`src/rtl/axi_lite_arbiter_2to1.sv`:
```
// rtl/axi_lite_arbiter_2to1.sv - two-master round-robin AXI4-Lite arbiter
// Grants one whole write (AW+W+B) or read (AR+R) at a time and muxes the owner straight through.
module axi_lite_arbiter_2to1 #(
  parameter int ADDR_WIDTH = 4,
  parameter int DATA_WIDTH = 32
) (
  input  logic                      ACLK,
  input  logic                      ARESET,
  // master 0
  input  logic [ADDR_WIDTH-1:0]     M0_AWADDR,
  input  logic                      M0_AWVALID,
  output logic                      M0_AWREADY,
  input  logic [DATA_WIDTH-1:0]     M0_WDATA,
  input  logic [DATA_WIDTH/8-1:0]   M0_WSTRB,
  input  logic                      M0_WVALID,
  output logic                      M0_WREADY,
  output logic                      M0_BVALID,
  output logic [1:0]                M0_BRESP,
  input  logic                      M0_BREADY,
  input  logic [ADDR_WIDTH-1:0]     M0_ARADDR,
  input  logic                      M0_ARVALID,
  output logic                      M0_ARREADY,
  output logic                      M0_RVALID,
  output logic [DATA_WIDTH-1:0]     M0_RDATA,
  output logic [1:0]                M0_RRESP,
  input  logic                      M0_RREADY,
  // master 1
  input  logic [ADDR_WIDTH-1:0]     M1_AWADDR,
  input  logic                      M1_AWVALID,
  output logic                      M1_AWREADY,
  input  logic [DATA_WIDTH-1:0]     M1_WDATA,
  input  logic [DATA_WIDTH/8-1:0]   M1_WSTRB,
  input  logic                      M1_WVALID,
  output logic                      M1_WREADY,
  output logic                      M1_BVALID,
  output logic [1:0]                M1_BRESP,
  input  logic                      M1_BREADY,
  input  logic [ADDR_WIDTH-1:0]     M1_ARADDR,
  input  logic                      M1_ARVALID,
  output logic                      M1_ARREADY,
  output logic                      M1_RVALID,
  output logic [DATA_WIDTH-1:0]     M1_RDATA,
  output logic [1:0]                M1_RRESP,
  input  logic                      M1_RREADY,
  // slave
  output logic [ADDR_WIDTH-1:0]     S_AWADDR,
  output logic                      S_AWVALID,
  input  logic                      S_AWREADY,
  output logic [DATA_WIDTH-1:0]     S_WDATA,
  output logic [DATA_WIDTH/8-1:0]   S_WSTRB,
  output logic                      S_WVALID,
  input  logic                      S_WREADY,
  input  logic                      S_BVALID,
  input  logic [1:0]                S_BRESP,
  output logic                      S_BREADY,
  output logic [ADDR_WIDTH-1:0]     S_ARADDR,
  output logic                      S_ARVALID,
  input  logic                      S_ARREADY,
  input  logic                      S_RVALID,
  input  logic [DATA_WIDTH-1:0]     S_RDATA,
  input  logic [1:0]                S_RRESP,
  output logic                      S_RREADY,
  output logic [1:0]                GNT,
  output logic                      BUSY
);

  typedef enum logic [1:0] {IDLE, WR, RD} state_t;

  state_t     state;
  logic       owner;
  logic       last;
  logic [1:0] gnt;
  logic       busy;

  logic wreq0, wreq1, req0, req1;
  logic pick, pick_wreq;

  assign wreq0 = M0_AWVALID & M0_WVALID;
  assign wreq1 = M1_AWVALID & M1_WVALID;
  assign req0  = wreq0 | M0_ARVALID;
  assign req1  = wreq1 | M1_ARVALID;

  // Under contention the master that was not served last wins; otherwise the sole requester.
  assign pick      = (req0 & req1) ? ~last : req1;
  assign pick_wreq = pick ? wreq1 : wreq0;

  logic [ADDR_WIDTH-1:0]   own_awaddr, own_araddr;
  logic [DATA_WIDTH-1:0]   own_wdata;
  logic [DATA_WIDTH/8-1:0] own_wstrb;
  logic                    own_awvalid, own_wvalid, own_bready, own_arvalid, own_rready;

  assign own_awaddr  = owner ? M1_AWADDR  : M0_AWADDR;
  assign own_awvalid = owner ? M1_AWVALID : M0_AWVALID;
  assign own_wdata   = owner ? M1_WDATA   : M0_WDATA;
  assign own_wstrb   = owner ? M1_WSTRB   : M0_WSTRB;
  assign own_wvalid  = owner ? M1_WVALID  : M0_WVALID;
  assign own_bready  = owner ? M1_BREADY  : M0_BREADY;
  assign own_araddr  = owner ? M1_ARADDR  : M0_ARADDR;
  assign own_arvalid = owner ? M1_ARVALID : M0_ARVALID;
  assign own_rready  = owner ? M1_RREADY  : M0_RREADY;

  always_ff @(posedge ACLK or posedge ARESET) begin
    if (ARESET) begin
      state <= IDLE;
      owner <= 1'b0;
      last  <= 1'b1;
      gnt   <= 2'b00;
      busy  <= 1'b0;
    end else begin
      case (state)
        IDLE: begin
          if (req0 | req1) begin
            owner <= pick;
            state <= pick_wreq ? WR : RD;
            gnt   <= pick ? 2'b10 : 2'b01;
            busy  <= 1'b1;
          end
        end
        WR: begin
          if (S_BVALID & own_bready) begin
            last  <= owner;
            state <= IDLE;
            gnt   <= 2'b00;
            busy  <= 1'b0;
          end
        end
        RD: begin
          if (S_RVALID & own_rready) begin
            last  <= owner;
            state <= IDLE;
            gnt   <= 2'b00;
            busy  <= 1'b0;
          end
        end
        default: begin
          state <= IDLE;
          gnt   <= 2'b00;
          busy  <= 1'b0;
        end
      endcase
    end
  end

  assign GNT  = gnt;
  assign BUSY = busy;

  // Pure combinational path mux; everything not owned by the active transaction is held at zero.
  always_comb begin
    S_AWADDR   = '0;
    S_AWVALID  = 1'b0;
    S_WDATA    = '0;
    S_WSTRB    = '0;
    S_WVALID   = 1'b0;
    S_BREADY   = 1'b0;
    S_ARADDR   = '0;
    S_ARVALID  = 1'b0;
    S_RREADY   = 1'b0;
    M0_AWREADY = 1'b0;
    M0_WREADY  = 1'b0;
    M0_BVALID  = 1'b0;
    M0_BRESP   = 2'b00;
    M0_ARREADY = 1'b0;
    M0_RVALID  = 1'b0;
    M0_RDATA   = '0;
    M0_RRESP   = 2'b00;
    M1_AWREADY = 1'b0;
    M1_WREADY  = 1'b0;
    M1_BVALID  = 1'b0;
    M1_BRESP   = 2'b00;
    M1_ARREADY = 1'b0;
    M1_RVALID  = 1'b0;
    M1_RDATA   = '0;
    M1_RRESP   = 2'b00;
    case (state)
      WR: begin
        S_AWADDR  = own_awaddr;
        S_AWVALID = own_awvalid;
        S_WDATA   = own_wdata;
        S_WSTRB   = own_wstrb;
        S_WVALID  = own_wvalid;
        S_BREADY  = own_bready;
        if (!owner) begin
          M0_AWREADY = S_AWREADY;
          M0_WREADY  = S_WREADY;
          M0_BVALID  = S_BVALID;
          M0_BRESP   = S_BRESP;
        end else begin
          M1_AWREADY = S_AWREADY;
          M1_WREADY  = S_WREADY;
          M1_BVALID  = S_BVALID;
          M1_BRESP   = S_BRESP;
        end
      end
      RD: begin
        S_ARADDR  = own_araddr;
        S_ARVALID = own_arvalid;
        S_RREADY  = own_rready;
        if (!owner) begin
          M0_ARREADY = S_ARREADY;
          M0_RVALID  = S_RVALID;
          M0_RDATA   = S_RDATA;
          M0_RRESP   = S_RRESP;
        end else begin
          M1_ARREADY = S_ARREADY;
          M1_RVALID  = S_RVALID;
          M1_RDATA   = S_RDATA;
          M1_RRESP   = S_RRESP;
        end
      end
      default: begin
      end
    endcase
  end

endmodule

```
`config.mk`:
```
export PLATFORM = sky130hd
export DESIGN_NAME = axi_lite_arbiter_2to1
export DESIGN_NICKNAME = d
export VERILOG_FILES = /design/src/rtl/axi_lite_arbiter_2to1.sv
export SDC_FILE = /design/constraint.sdc
export NUM_CORES = 1
export LEC_CHECK = 0
export ABC_AREA = 1
export ABC_CLOCK_PERIOD_IN_PS = 1400
export BUFFER_PORTS_ARGS = -buffer_cell sky130_fd_sc_hd__clkbuf_2
export CAP_MARGIN = 20
export CORE_AREA = 3 3 104 106
export DETAILED_ROUTE_END_ITERATION = 8
export DIE_AREA = 0 0 107 109
export GPL_TIMING_DRIVEN = 0
export PLACE_DENSITY = 0.59
export SYNTH_ARGS = -nofsm -noshare
export SYNTH_HDL_FRONTEND = slang
export SYNTH_SLANG_ARGS = --single-unit
```
`constraint.sdc`:
```
create_clock -name ACLK -period 1.4 [get_ports ACLK]
set_input_delay 0.14 -clock ACLK [delete_from_list [all_inputs] [get_ports ACLK]]
set_output_delay 0.14 -clock ACLK [all_outputs]
set_load 0.01 [all_outputs]
```
Word-level counts from Yosys, hierarchy flattened. Index checks and enable logic that the tools add are counted.

Eq/ne operators: 5. Muxes and demuxes: 67. Bitwise logic cells: 9. Reduce and logical (&&, ||, !) cells: 5.

Operator list (count): 32-bit two-way mux (6); 1-bit two-way mux (37); 2-bit two-way mux (14); 4-bit two-way mux (6); 2-bit case mux with 3 select lines (2); 2-bit inequality test, second input constant (3); 3-bit AND reduction (2); 1-bit bitwise AND (5); 1-bit bitwise OR (3); 1-bit case mux with 3 select lines (1); 2-bit by 1-bit equality test with 1-bit output, second input constant (1); 2-bit equality test, second input constant (1); 2-bit zero test (1); 1-bit case mux with 2 select lines (1); 2-bit AND reduction (1); 2-bit nonzero test (1); 1-bit NOT (1).

Register bits: 7. Input bits: 141. Output and inout bits: 134. Word-level logic and storage cells: 91.

Depth between registers and ports, before layout.
Depth in word-level cells: 8. Gate-level depth with buffers: 8. Mapped depth without buffers: 8.

Worst setup path before layout. OpenSTA, ideal clock, no wires.

Path type: flip-flop to output port. Start point: register owner. End point: output S_AWADDR[0]. Data arrival time: 1.076 ns. Required time: 1.260 ns. Slack: 0.184 ns. Cell stages (with the launch flop): 7. Buffers on the path: 3. Cell sequence: dfrtp_1 -> buf_4 -> inv_4 -> buf_6 -> buf_6 -> nand2_1 -> a21oi_1.

Word-level cells in the longest chain between the ends: 2.

RTL lines: from (decl) (RTL line 70) `logic owner;`; from (signal assigned) (RTL line 113) `owner <= pick;`; 4-bit two-way mux (RTL line 92) `assign own_awaddr = owner ? M1_AWADDR : M0_AWADDR;`; 4-bit two-way mux (RTL line 174) `case (state)`; to (decl) (RTL line 46) `output logic [ADDR_WIDTH-1:0] S_AWADDR,`.

Every way passes these cells.

Worst setup path after layout.
Start point: register owner. End point: output M0_RDATA[5].

Word-level cells in the longest chain between the ends: 2.

RTL lines: 32-bit two-way mux (RTL line 198) `if (!owner) begin`; 32-bit two-way mux (RTL line 174); to (decl) (RTL line 24) `output logic [DATA_WIDTH-1:0] M0_RDATA,`.

Every way passes these cells.

==> run metrics <==
status=complete, but fails checks; failing checks=negative setup slack; Inserted Diodes=0; NumNets Final=804; CTS Buf Count=3; Initial Util=~17%; Adder-Cell Fraction of Synth Area=0%; # setup viols final=approximately 130; post-synthesis xor/xnor area fraction=0%; final instance area=~4700 um2; critical path capture point type=primary output; DRC=0; Setup crit start kind=flip-flop; htree depth=1; Netlist cell types=21; Vias/cell=roughly 4.2; DP Worst Slack=-0.163 ns; Area Overhead vs Synth=188%; crit path cell chain=buf_12, inv_16, buf_12, nand2_8, buf_8, nor2_1, buf_2; proportion of layout cells with a drive suffix above 1=65.9%; core footprint=slightly below 10000 um2; largest delay contributor family on the critical path=buffers and inverters; internal power=about 4000 uW; Clock Latency Late Sink=roughly 0.22 ns; worst path required time=between 1 and 1.5 ns; Pwr Density=between 1500 and 2000 nW/um2; vias in the first global route=roughly 3000; Die Span Y=109 um; average size of a mapped cell=4.64 um2; Post-DP HPWL=about 7.9 mm; gr ovfl total=0; sequential share of power=~5%; Ys Warns=0; fmax=approximately 600 MHz; slowest stage delay, CP=about 0.4 ns; Row Count=36; total die area=between 10000 and 15000 um2; Max FO, Critical Path=10; DR vias=around 3300; Detailed Routing Iterations Pass 1=4; pin count of the biggest net entering global routing=11; Final period util=116%; Pwr Total=between 7000 and 8000 uW; Syn Inst Count=about 350; clock root buffer=clkbuf_8; Initial DRC Count=between 100 and 150; Buffers & Inverters on Critical Path=5; GP Congestion=between 0.7 and 0.8; final cell count without fillers=roughly 800; most frequent cells in the layout=clkbuf_2, nand2_1, buf_2; I/O Buffers=274; WL final=around 11 mm; max_cap viols=0; maximum VDD drop=0.889 mV; TritonCTS clock tree=built; leakage power=0.00274 uW; first-pass GRT wire length=roughly 14 mm; initial antenna violation count=0; clk sink count=7; final core occ=a little under half; final setup margin=-0.223 ns; clock group share of total power=approximately 3.5%; Final Hold Viols=0; Placed Area=3170 um2; die width=between 100 and 150 um; Simple-Gate Fraction of Synth Area=a little over half; IO Count=approximately 280; clock skew=between 0.002 and 0.0025 ns; Clock Pin Slew Worst Setup and Hold Paths=approximately 0.040 ns; syn nets=between 400 and 500; combinational share of power=about 92%; final-layout fill cell count=around 1000; FF+latch count, synth=7; gr usage total=14.9%; antenna-violating nets left=0; compound-gate portion of the synthesized area=15.1%; RSZ-0062 raised after global routing=yes; Netlist Area Pre-Place=approximately 1600 um2; post-synthesis mux area share=0%; Max Slew Vio Count=0; clock buffer depth=2; Hold WC Path Type=in -> reg; main combinational cell family by area after synthesis=simple AND/OR/NAND/NOR gates; Switching Share=roughly half; commonest non-fill, non-tap cell in the layout=clkbuf_2; P_sw=slightly below 4000 uW; WL/cell=~14 um; Most common cell on crit path=buf_12; Worst-Margin Slew=0.284 ns; worst setup path category=reg -> out; post-synthesis sequential area ratio=between 10 and 15%; Slew headroom=between 80% and 90%; crit path max-delay cell type=dfrtp_1; data arrival time of the worst path=~1.5 ns; Placed Cells=approximately 760; min cycle time layout=~1.6 ns
## flip-flops by register name, summed over array words and instances, names as in the netlist
register  flops
last          1
GNT           2
state         2
BUSY          1
owner         1
## cell type report
| cell class | count | area, um2 | share of cell area, % |
|---|---|---|---|
| well taps | 133 | 166 | 3.54 |
| inverters | 54 | 234 | 4.98 |
| repair buffers | 304 | 2090 | 44.5 |
| flip-flops and latches | 7 | 178 | 3.78 |
| multi-input cells | 272 | 1700 | 36.2 |
| plain buffers | 21 | 283 | 6.02 |
| clock buffers | 4 | 45.0 | 0.958 |
## power groups by stage
stage	logic [uW]	clock network (uW)	registers, uW
6_report	7200	279	393
3_3_place_gp	4140	0	367
2_1_floorplan	2450	0	377
3_5_place_dp	4110	0	368
4_1_cts	5670	285	390
5_1_grt	7730	303	402
## worst min-delay path, stage by stage
cell and delay, ns:
clkbuf_2 0.09, nand3_1 0.07, nand2_1 0.09, o21ai_0 0.07
## cells in the mapped netlist, drive strengths merged
library cell  count  area (um2)
nand4             1        6.26
a21oi            46         230
nor2             88         333
dfrtp             6         150
nand2           126         493
inv              54         208
o22ai             1        6.26
nand3             6        35.0
dfstp             1        26.3
clkbuf            1        3.75
o21ai             2        10.0
buf              20         133
## timing repair
action | CTS | global route
endpoints found under the setup margin | 130 | 135
resized for setup | 89 | 271
hold buffers | 1 | 0
setup buffers | 16 | 6
endpoints found under the hold margin | 6 | 0
gates cloned | 5 | 7
pin swaps | 9 | 22
## layer usage
metal / wire length [um] / vias to the layer above / GRT usage, % / part of all wire [%]
met5: 0 / - / 0 / 0
met2: 6100 / 152 / 30.3 / 54
met4: 124 / 0 / 2.01 / 1.1
met3: 813 / 12 / 2.19 / 7.3
li1: - / 1679 / - / -
met1: 4170 / 1486 / 16.6 / 37
## cell families after synthesis
family	after synthesis
DFF	7
and+or+nand+nor	221
buffers and inverters	75
AOI/OAI and AO/OA	49
## worst paths after layout
| kind | startpoint | slack (ns) | end | depth (start not counted) |
|---|---|---|---|---|
| setup / recovery | owner$_DFFE_PP0P_ | -0.22 | M0_RDATA[5] | 7 |
| hold / removal | M1_ARVALID | 0.28 | state[0]$_DFFE_PP0P_ | 4 |
| setup reg to reg | state[1]$_DFFE_PP0P_ | 0.09 | BUSY$_DFFE_PP0P_ | 8 |
| hold reg to reg | BUSY$_DFFE_PP0P_ | 0.47 | BUSY$_DFFE_PP0P_ | 2 |
| max in group asynchronous | ARESET | 0.74 | last$_DFFE_PP1P_ | 3 |
| min in group asynchronous | ARESET | 0.38 | owner$_DFFE_PP0P_ | 3 |
## metrics by stage
step                      TNS, ns  hold slack [ns]
final                      -18.34            0.284
after global routing       -26.27            0.305
after CTS                  -16.76            0.277
after detailed placement    -7.02           0.0675
after global placement      -6.36           0.0627
after floorplan                 0          -0.0573
(Power assumes the default switching activity.)
